--- config.mk ---
export PLATFORM = sky130hd
export DESIGN_NAME = state_dump_unit_flat
export DESIGN_NICKNAME = d
export VERILOG_FILES = /design/src/rtl/state_dump_unit_if.sv /design/src/rtl/state_dump_unit.sv /design/src/flat_wrapper.sv
export SDC_FILE = /design/constraint.sdc
export NUM_CORES = 1
export LEC_CHECK = 0
export ABC_AREA = 1
export CORE_MARGIN = 5
export CORE_UTILIZATION = 25
export DETAILED_ROUTE_END_ITERATION = 10
export GPL_TIMING_DRIVEN = 0
export PLACE_DENSITY = 0.5
export SLEW_MARGIN = 20
export SYNTH_ARGS = -nofsm -noshare
export SYNTH_HDL_FRONTEND = slang
export SYNTH_SLANG_ARGS = --single-unit
--- constraint.sdc ---
create_clock -name clock -period 5.8 [get_ports clock]
set_input_delay 0.87 -clock clock [delete_from_list [all_inputs] [get_ports clock]]
set_output_delay 0.87 -clock clock [all_outputs]
set_load 0.01 [all_outputs]
--- src/rtl/state_dump_unit_if.sv ---
// Nibble stream port of the state dump unit: ready/valid handshake carrying one
// 4-bit nibble per transfer. The dump unit is the master, the consumer the slave.
interface state_dump_unit_if;
  logic       out_valid;
  logic       out_ready;
  logic [3:0] out_data;

  modport master (output out_valid, output out_data, input out_ready);
  modport slave  (input out_valid, input out_data, output out_ready);
endinterface

--- src/rtl/state_dump_unit.sv ---
// Run monitor and state dumper for the 4004-style test system. Watches the
// sampled PC once per instruction cycle, detects end-of-program, self-loop
// stall or instruction timeout, freezes the CPU and streams a reason header,
// the halted PC and every architectural state nibble over a ready/valid port.
module state_dump_unit #(
  parameter int PC_WIDTH     = 12,
  parameter int END_PC       = 256,
  parameter int NUM_REGS     = 16,
  parameter int RAM_WORDS    = 64,
  parameter int STATUS_WORDS = 16,
  parameter int STALL_LIMIT  = 256,
  parameter int MAX_INSNS    = 65535,
  localparam int TOTAL       = 2 + NUM_REGS + RAM_WORDS + STATUS_WORDS,
  localparam int AW          = $clog2(TOTAL)
) (
  input  logic                clock,
  input  logic                reset_n,
  input  logic                start,
  input  logic                sync,
  input  logic [PC_WIDTH-1:0] pc,
  output logic                cpu_hold,
  output logic [AW-1:0]       dbg_addr,
  input  logic [3:0]          dbg_data,
  state_dump_unit_if.master   strm,
  output logic                busy,
  output logic                done,
  output logic [1:0]          reason
);

  localparam int NPC = PC_WIDTH / 4;
  localparam int PIW = (NPC > 1) ? $clog2(NPC) : 1;
  localparam int IW  = $clog2(MAX_INSNS + 1);
  localparam int SW  = $clog2(STALL_LIMIT + 1);

  localparam logic [IW-1:0]     INSN_MAX  = IW'(MAX_INSNS);
  localparam logic [SW-1:0]     STALL_MAX = SW'(STALL_LIMIT);
  localparam logic [PC_WIDTH:0] END_C     = (PC_WIDTH + 1)'(END_PC);
  localparam logic [AW-1:0]     LAST_ADDR = AW'(TOTAL - 1);
  localparam logic [PIW-1:0]    PC_TOP    = PIW'(NPC - 1);

  localparam logic [2:0] IDLE  = 3'd0;
  localparam logic [2:0] RUN   = 3'd1;
  localparam logic [2:0] HDR   = 3'd2;
  localparam logic [2:0] PCN   = 3'd3;
  localparam logic [2:0] FETCH = 3'd4;
  localparam logic [2:0] SEND  = 3'd5;
  localparam logic [2:0] DONE  = 3'd6;

  logic [1:0]          rst_sync;
  logic                rst_n_int;
  logic [2:0]          state;
  logic [IW-1:0]       insn_count;
  logic [SW-1:0]       stall_count;
  logic [PC_WIDTH-1:0] last_pc;
  logic [PC_WIDTH-1:0] pc_q;
  logic                first_q;
  logic                hdr_idx;
  logic [PIW-1:0]      pc_idx;
  logic                vld_q;
  logic                cap_q;
  logic [3:0]          data_q;

  logic                rep;
  logic [IW-1:0]       insn_nxt;
  logic [SW-1:0]       stall_nxt;
  logic [1:0]          halt_rsn;
  logic [3:0]          data_mux;

  // Nibble i of the halted PC, nibble 0 being the least significant.
  function automatic logic [3:0] pc_nib(input logic [PC_WIDTH-1:0] p,
                                        input logic [PIW-1:0] i);
    logic [PC_WIDTH-1:0] sh;
    sh = p >> (4 * i);
    return sh[3:0];
  endfunction

  // Reset asserts immediately and releases two clock edges after reset_n rises.
  always_ff @(posedge clock or negedge reset_n) begin
    if (!reset_n) rst_sync <= 2'b00;
    else          rst_sync <= {rst_sync[0], 1'b1};
  end

  assign rst_n_int = rst_sync[1];

  // Counter updates and halt decision for the current sync sample.
  always_comb begin
    rep      = !first_q && (pc == last_pc);
    insn_nxt = (insn_count == INSN_MAX) ? insn_count : insn_count + 1'b1;
    if (!rep)                         stall_nxt = '0;
    else if (stall_count == STALL_MAX) stall_nxt = stall_count;
    else                              stall_nxt = stall_count + 1'b1;
    if ({1'b0, pc} >= END_C)          halt_rsn = 2'd1;
    else if (stall_nxt == STALL_MAX)  halt_rsn = 2'd2;
    else if (insn_nxt == INSN_MAX)    halt_rsn = 2'd3;
    else                              halt_rsn = 2'd0;
  end

  // The first SEND cycle presents the read data directly so a state nibble
  // costs only FETCH + SEND; after that the captured copy keeps it stable.
  assign data_mux       = (state == SEND && !cap_q) ? dbg_data : data_q;
  assign strm.out_data  = data_mux;
  assign strm.out_valid = vld_q || (state == SEND);
  assign busy           = (state != IDLE) && (state != DONE);
  assign done           = (state == DONE);

  // Run monitoring and dump sequencing; start re-arms from any state.
  always_ff @(posedge clock or negedge rst_n_int) begin
    if (!rst_n_int) begin
      state       <= IDLE;
      insn_count  <= '0;
      stall_count <= '0;
      last_pc     <= '0;
      pc_q        <= '0;
      first_q     <= 1'b0;
      hdr_idx     <= 1'b0;
      pc_idx      <= '0;
      vld_q       <= 1'b0;
      cap_q       <= 1'b0;
      data_q      <= '0;
      dbg_addr    <= '0;
      cpu_hold    <= 1'b0;
      reason      <= 2'd0;
    end else if (start) begin
      state       <= RUN;
      insn_count  <= '0;
      stall_count <= '0;
      first_q     <= 1'b1;
      vld_q       <= 1'b0;
      cap_q       <= 1'b0;
      cpu_hold    <= 1'b0;
      reason      <= 2'd0;
    end else begin
      case (state)
        RUN: begin
          if (sync) begin
            insn_count  <= insn_nxt;
            stall_count <= stall_nxt;
            last_pc     <= pc;
            first_q     <= 1'b0;
            if (halt_rsn != 2'd0) begin
              reason   <= halt_rsn;
              pc_q     <= pc;
              cpu_hold <= 1'b1;
              hdr_idx  <= 1'b0;
              state    <= HDR;
            end
          end
        end
        HDR: begin
          if (!vld_q) begin
            vld_q  <= 1'b1;
            data_q <= 4'hA;
          end else if (strm.out_ready) begin
            if (!hdr_idx) begin
              hdr_idx <= 1'b1;
              data_q  <= {2'b00, reason};
            end else begin
              pc_idx <= PC_TOP;
              data_q <= pc_nib(pc_q, PC_TOP);
              state  <= PCN;
            end
          end
        end
        PCN: begin
          if (strm.out_ready) begin
            if (pc_idx == '0) begin
              vld_q    <= 1'b0;
              dbg_addr <= '0;
              state    <= FETCH;
            end else begin
              pc_idx <= pc_idx - 1'b1;
              data_q <= pc_nib(pc_q, pc_idx - 1'b1);
            end
          end
        end
        FETCH: begin
          cap_q <= 1'b0;
          state <= SEND;
        end
        SEND: begin
          data_q <= data_mux;
          if (strm.out_ready) begin
            cap_q <= 1'b0;
            if (dbg_addr == LAST_ADDR) begin
              state <= DONE;
            end else begin
              dbg_addr <= dbg_addr + 1'b1;
              state    <= FETCH;
            end
          end else begin
            cap_q <= 1'b1;
          end
        end
        IDLE, DONE: ;
        default: state <= IDLE;
      endcase
    end
  end

endmodule

--- src/flat_wrapper.sv ---
// flat-port wrapper written by rule: the top's interface ports become plain ports
module state_dump_unit_flat 
#(
  parameter int PC_WIDTH     = 12,
  parameter int END_PC       = 256,
  parameter int NUM_REGS     = 16,
  parameter int RAM_WORDS    = 64,
  parameter int STATUS_WORDS = 16,
  parameter int STALL_LIMIT  = 256,
  parameter int MAX_INSNS    = 65535,
  localparam int TOTAL       = 2 + NUM_REGS + RAM_WORDS + STATUS_WORDS,
  localparam int AW          = $clog2(TOTAL)
)
  (clock, reset_n, start, sync, pc, cpu_hold, dbg_addr, dbg_data, busy, done, reason, strm_out_valid, strm_out_data, strm_out_ready);
  state_dump_unit_if strm_i ();
  input  logic clock;
  input  logic reset_n;
  input  logic start;
  input  logic sync;
  input  logic [PC_WIDTH-1:0] pc;
  output logic cpu_hold;
  output logic [AW-1:0] dbg_addr;
  input  logic [3:0] dbg_data;
  output logic busy;
  output logic done;
  output logic [1:0] reason;
  output wire logic [$bits(strm_i.out_valid)-1:0] strm_out_valid;
  output wire logic [$bits(strm_i.out_data)-1:0] strm_out_data;
  input wire logic [$bits(strm_i.out_ready)-1:0] strm_out_ready;
  assign strm_out_valid = strm_i.out_valid;
  assign strm_out_data = strm_i.out_data;
  assign strm_i.out_ready = strm_out_ready;
  state_dump_unit #(.PC_WIDTH(PC_WIDTH), .END_PC(END_PC), .NUM_REGS(NUM_REGS), .RAM_WORDS(RAM_WORDS), .STATUS_WORDS(STATUS_WORDS), .STALL_LIMIT(STALL_LIMIT), .MAX_INSNS(MAX_INSNS)) u_core (.clock(clock), .reset_n(reset_n), .start(start), .sync(sync), .pc(pc), .cpu_hold(cpu_hold), .dbg_addr(dbg_addr), .dbg_data(dbg_data), .strm(strm_i), .busy(busy), .done(done), .reason(reason));
endmodule
# Word level (Yosys, flattened, before mapping)
# Cells that the tools add are included.
[classes]
n_reduce_logical = 30
n_bitwise = 1
n_addsub = 4
muxes = 64
order_cmp = 1
shifts = 1
eq_ne = 33
[op_table]
columns = ["operator", "count"]
rows = [
  ["$mux 16", 4],
  ["$mux 9", 5],
  ["$eq 16x16->1 const B", 2],
  ["$mux 7", 4],
  ["$mux 3", 9],
  ["$mux 2", 13],
  ["$mux 4", 6],
  ["$eq 9x9->1 const B", 2],
  ["$ne 3x3->1 const B", 6],
  ["$pmux 3 s6", 1],
  ["$add 16x1->16 const B", 1],
  ["$mux 1", 16],
  ["$ne 2x2->1 const B", 7],
  ["$pmux 7 s2", 1],
  ["$reduce_bool 2->1", 7],
  ["$eq 12x12->1", 1],
  ["$ge 12x9->1 const B", 1],
  ["$ne 3x2->1 const B", 4],
  ["$pmux 4 s3", 1],
  ["$reduce_and 6->1", 2],
  ["$reduce_bool 3->1", 4],
  ["$shr 12x4->4", 1],
  ["$add 9x1->9 const B", 1],
  ["$eq 3x3->1 const B", 3],
  ["21 further kinds", 32],
]
[word_totals]
in_bits = 21
regBits = 74
output_inout_bits = 17
elab_cells = 149

# Depth between registers and ports, before layout
[logic_depth]
word_depth = 11
depth_mapped = 17
ltp_nobuf = 16

# Worst setup path before layout
# Ideal clock, no wire load.
[synth_timing]
kind = "in2reg"
startpoint = "input pc[1]"
endpoint = "register u_core.pc_q[2]"
slack_ns = 3.518
t_required_ns = 5.726
stages = 15
setup_time_ns = 0.074
n_path_buf = 1
arrival_time_ns = 2.208
path_cell_list = "inv_1 > nand2_1 > nand2_1 > nor2_1 > nand2_1 > nor2_1 > nand2_2 > a21oi_1 > nor2_1 > nand3_2 > nand3_2 > nand2_2 > buf_6 > nand2_2 > o21ai_2"
[synth_via]
elab_chain_len = 8
elab_cells_between_ends = 9
cone_classes = "1 x order compare; 2 x eq/ne; 3 x mux; 3 x reduce/logical"
[synth_rtl]
columns = ["element", "line", "rtl"]
rows = [
  ["start, declared", "flat_wrapper.sv:20", "input logic [PC_WIDTH-1:0] pc;"],
  ["$eq 12x12->1", "state_dump_unit.sv:87", "rep = !first_q && (pc == last_pc);"],
  ["$logic_and 1x1->1", "state_dump_unit.sv:87", ""],
  ["$mux 9", "state_dump_unit.sv:89", "if (!rep) stall_nxt = '0;"],
  ["$eq 9x9->1", "state_dump_unit.sv:93", "else if (stall_nxt == STALL_MAX) halt_rsn = 2'd2;"],
  ["$mux 2", "state_dump_unit.sv:93", ""],
  ["$mux 2 *", "state_dump_unit.sv:92", "if ({1'b0, pc} >= END_C) halt_rsn = 2'd1;"],
  ["$reduce_bool 2->1 *", "state_dump_unit.sv:140", "if (halt_rsn != 2'd0) begin"],
  ["$reduce_and 4->1 (no source line) *", "n/a", ""],
  ["end signal, assigned", "state_dump_unit.sv:142", "pc_q <= pc;"],
  ["end, declared", "state_dump_unit.sv:55", "logic [PC_WIDTH-1:0] pc_q;"],
]
# Mark *: on every way between the ends. The rest lies on a longest branch, timed or not.
# A chain may end at the register's enable or synchronous reset.

# Final worst setup path
[layout_timing]
startpoint = "register u_core.state[0]"
endpoint = "output strm_out_data[2]"
[layout_via]
elab_chain_len = 3
[layout_rtl]
columns = ["element", "line", "rtl"]
rows = [
  ["start, declared", "state_dump_unit.sv:51", "logic [2:0] state;"],
  ["start signal, assigned", "state_dump_unit.sv:109", "state <= IDLE;"],
  ["start signal, assigned", "state_dump_unit.sv:124", "state <= RUN;"],
  ["start signal, assigned", "state_dump_unit.sv:145", "state <= HDR;"],
  ["$eq 3x3->1", "state_dump_unit.sv:100", "assign data_mux = (state == SEND && !cap_q) ? dbg_data : data_q;"],
  ["$logic_and 1x1->1", "state_dump_unit.sv:100", ""],
  ["$mux 4", "state_dump_unit.sv:100", ""],
  ["end, declared", "flat_wrapper.sv:28", "output wire logic [$bits(strm_i.out_data)-1:0] strm_out_data;"],
]
# Every way passes these cells.

==> flow_summary.yaml <==
power:
  power_density_nw_per_um2: 367
  p_sw_uw: 754
  pwr-share-clk_pct: 30.3
  p_int_uw: 1310
  p_sw_share_pct: 36.6
  p_leak_uw: 0.00258
  irDropWorstVdd_uv: 214
  p_seq_share_pct: 36.8
  combPwrFrac_pct: 32.9
placed_design:
  dpl_cell_area_um2: 5280
  io_buffers: 36
  routabilityCongestion: 0.840
  place_hpwl_mm: 9.08
synthesis:
  synth_most_common_cell: "nand2_1"
  synth_fp_nets: 684
  yosysTopAreaCell: "dfrtp_1"
  synth_flop_cell: "dfrtp_1"
  synthArstFlopShare_pct: 100
  yosysWarnings: 0
  synth_enable_flop_cells: 0
  synth_area_per_cell_um2: 7.01
  synth_cells: 657
  yosys-top-cells-area: "dfrtp_1 40%, nand2_1 15%, inv_1 7.3%, o21ai_0 5.8%, nor2_1 5.1%"
  synth_common_cells: "187 x nand2_1, 89 x inv_1, 74 x dfrtp_1"
  ys_ff_latch: 74
  ys_types: 40
  yosysSeqAreaShare_pct: 40.2
  syn_area_um2: 4600
  yosysTopAreaCellShare_pct: 40.2
setup_path:
  r2r-start: "u_core.insn_count[1]"
  reg2reg_slack_ns: 3.34
  critical_path_class: "flip-flop to output port"
  cpMaxStageDelayCell: "clkdlybuf4s50_1"
  start_kind: "flip-flop"
  path_max_fanout: 10
  worstPathArrival_ns: 2.41
  cp_num_buf_inv: 2
  cp.required_ns: 4.93
  crit_top_cell: "nand2_1"
  critPathMaxStageDelay_ns: 0.57
  r2r_cells: 17
  rr_endpoint: "u_core.pc_q[7]"
  path_delay_family: "buffers and inverters"
  cp-end-kind: "output port"
  path_cells: "nand2_1 > nor2_1 > buf_2 > nand2_1 > a21oi_1 > clkdlybuf4s50_1"
layout:
  layout-drive-gt1-share_pct: 9.15
  fin_area_um2: 5610
  layout-area-overhead-vs-synth_pct: 21.8
  fin_nets: 732
  n_antenna_cell: 0
run:
  maxCapViolations: 0
floorplan:
  initial_core_util_pct: 25.5
  die_h_um: 146
  core-area_um2: 18000
  io_pins: 38
  die-width_um: 146
  die_area_um2: 21200
  rows: 49
global_route:
  grtUsageMet3_pct: 3.15
  busiest_layer: "met2"
  grt.met1_usage_pct: 15.6
  grt_pass1_vias: 4131
  grt_overflow: 0
  grtUsageMet2_pct: 18.5
  antenna_found_initial: 0
  grt_max_degree: 53
  grt_pass1_wl_mm: 20.6
  grt.total_usage_pct: 11.6
clocking:
  cts_tree: "built"
  ctsResizeCount: 0
  post_cts_buffers: 0
  path_clk_slew_ns: 0.06
  cts.htree.levels: 3
  cts.sinks: 74
  cts_hold_buf: 0
  clock_latency_ns: 0.35
  ctsRootBufferMaster: "clkbuf_16"
  clk_path_buf_depth: 2
  cts_buffers: 9
timing:
  setup_viol: 0
  worst_pin_slew_ns: 0.743
  hold_ws_ns: 0.231
  fin_tns_setup_ns: 0
  maxSlewHeadroom_pct: 50.0
  rsz0062_at_grt: "false"
  finalHoldViolCount: 0
  fin_crit_sh_pct: 56.6
  clock_skew_ns: 0.00660
  slew_viol_final: 0
  period_needed_ns: 3.28
  fmax_ghz: 0.305
routing:
  viasPerCell: 4.51
  drtPass1Iterations: 4
  drt.antenna.violating_nets: 0
  drt_wl_total_mm: 12.0
  vias: 4232
  drtIter0Drc: 209
  drt-wirelength-per-cell_um: 12.8
  drc: 0
outcome:
  status: "complete, no violations"
min_path:
  hp-class: "flip-flop to async pin"
-- power groups by stage --
stage,clock network [uW],logic [uW],registers (uW)
finish,624,679,759
global route,666,774,777
CTS,645,690,761
detailed placement,0,686,768
global placement,0,674,775
floorplan,0,447,754
-- sequential cells by signal (all words and copies together), names as in the netlist, 3 cells and up --
| register | flops |
|---|---|
| u_core.state | 3 |
| u_core.pc_q | 12 |
| u_core.dbg_addr | 7 |
| u_core.stall_count | 9 |
| u_core.last_pc | 12 |
| u_core.data_q | 4 |
| u_core.insn_count | 16 |
-- logic make-up after synthesis --
logic type,Yosys count,synth area share [%]
AND/OR/NAND/NOR,347,33.2
multiplexers,1,0.217
flip-flops,74,40.2
AO/OA/AOI/OAI,110,13.6
buffers and inverters,109,9.40
other,1,0.0815
XOR/XNOR,9,1.71
adder cells (fa/ha/maj),6,1.63
-- cells in the final DEF, fill, tap and decap left out, drive strengths merged, types with 2 or more instances in the layout --
master / n
ha: 6
a21oi: 24
nand2: 200
clkinv: 2
nand4: 15
clkdlybuf4s50: 36
nor3: 6
o22ai: 11
o21ai: 64
nand3: 49
inv: 99
clkbuf: 17
buf: 5
xor2: 8
nor4: 3
dfrtp: 74
bufinv: 2
nor2: 72
-- worst max-delay path by stage --
stage / start / end / slack, ns / cells past startpoint
finish: u_core.state[0] / strm_out_data[2] / 2.52 / 6
global route: u_core.state[2] / strm_out_data[2] / 2.26 / 6
CTS: u_core.state[0] / strm_out_data[2] / 2.45 / 6
detailed placement: pc[7] / u_core.pc_q[3] / 2.53 / 16
global placement: u_core.rst_sync[1] / u_core.pc_q[2] / 2.46 / 0
floorplan: pc[1] / u_core.pc_q[2] / 3.52 / 15
-- metrics by stage --
stage	power (uW)	cells	worst slack [ns]	util, %
4_1_cts	2100	939	2.45	31.1
5_1_grt	2220	939	2.26	31.1
6_report	2060	939	2.52	31.1
3_5_place_dp	1450	923	2.53	29.3
3_3_place_gp	1450	922	2.46	29.1
2_1_floorplan	1200	657	3.52	-
-- per-layer routing --
metal / up-vias / part of all wire [%]
met2: 84 / 45
met5: - / 0
li1: 2214 / -
met1: 1919 / 50
met4: 0 / 1.3
met3: 15 / 4.1
-- final cells by class --
class | count | area (um2)
fillers | 1978 | 12400
clock inverters | 7 | 101
clock buffers | 9 | 225
flip-flops and latches | 74 | 1860
plain buffers | 12 | 68.8
well taps | 229 | 287
repair buffers | 37 | 388
inverters | 97 | 364
multi-input cells | 474 | 2320
Power figures use the tool's default switching activity.
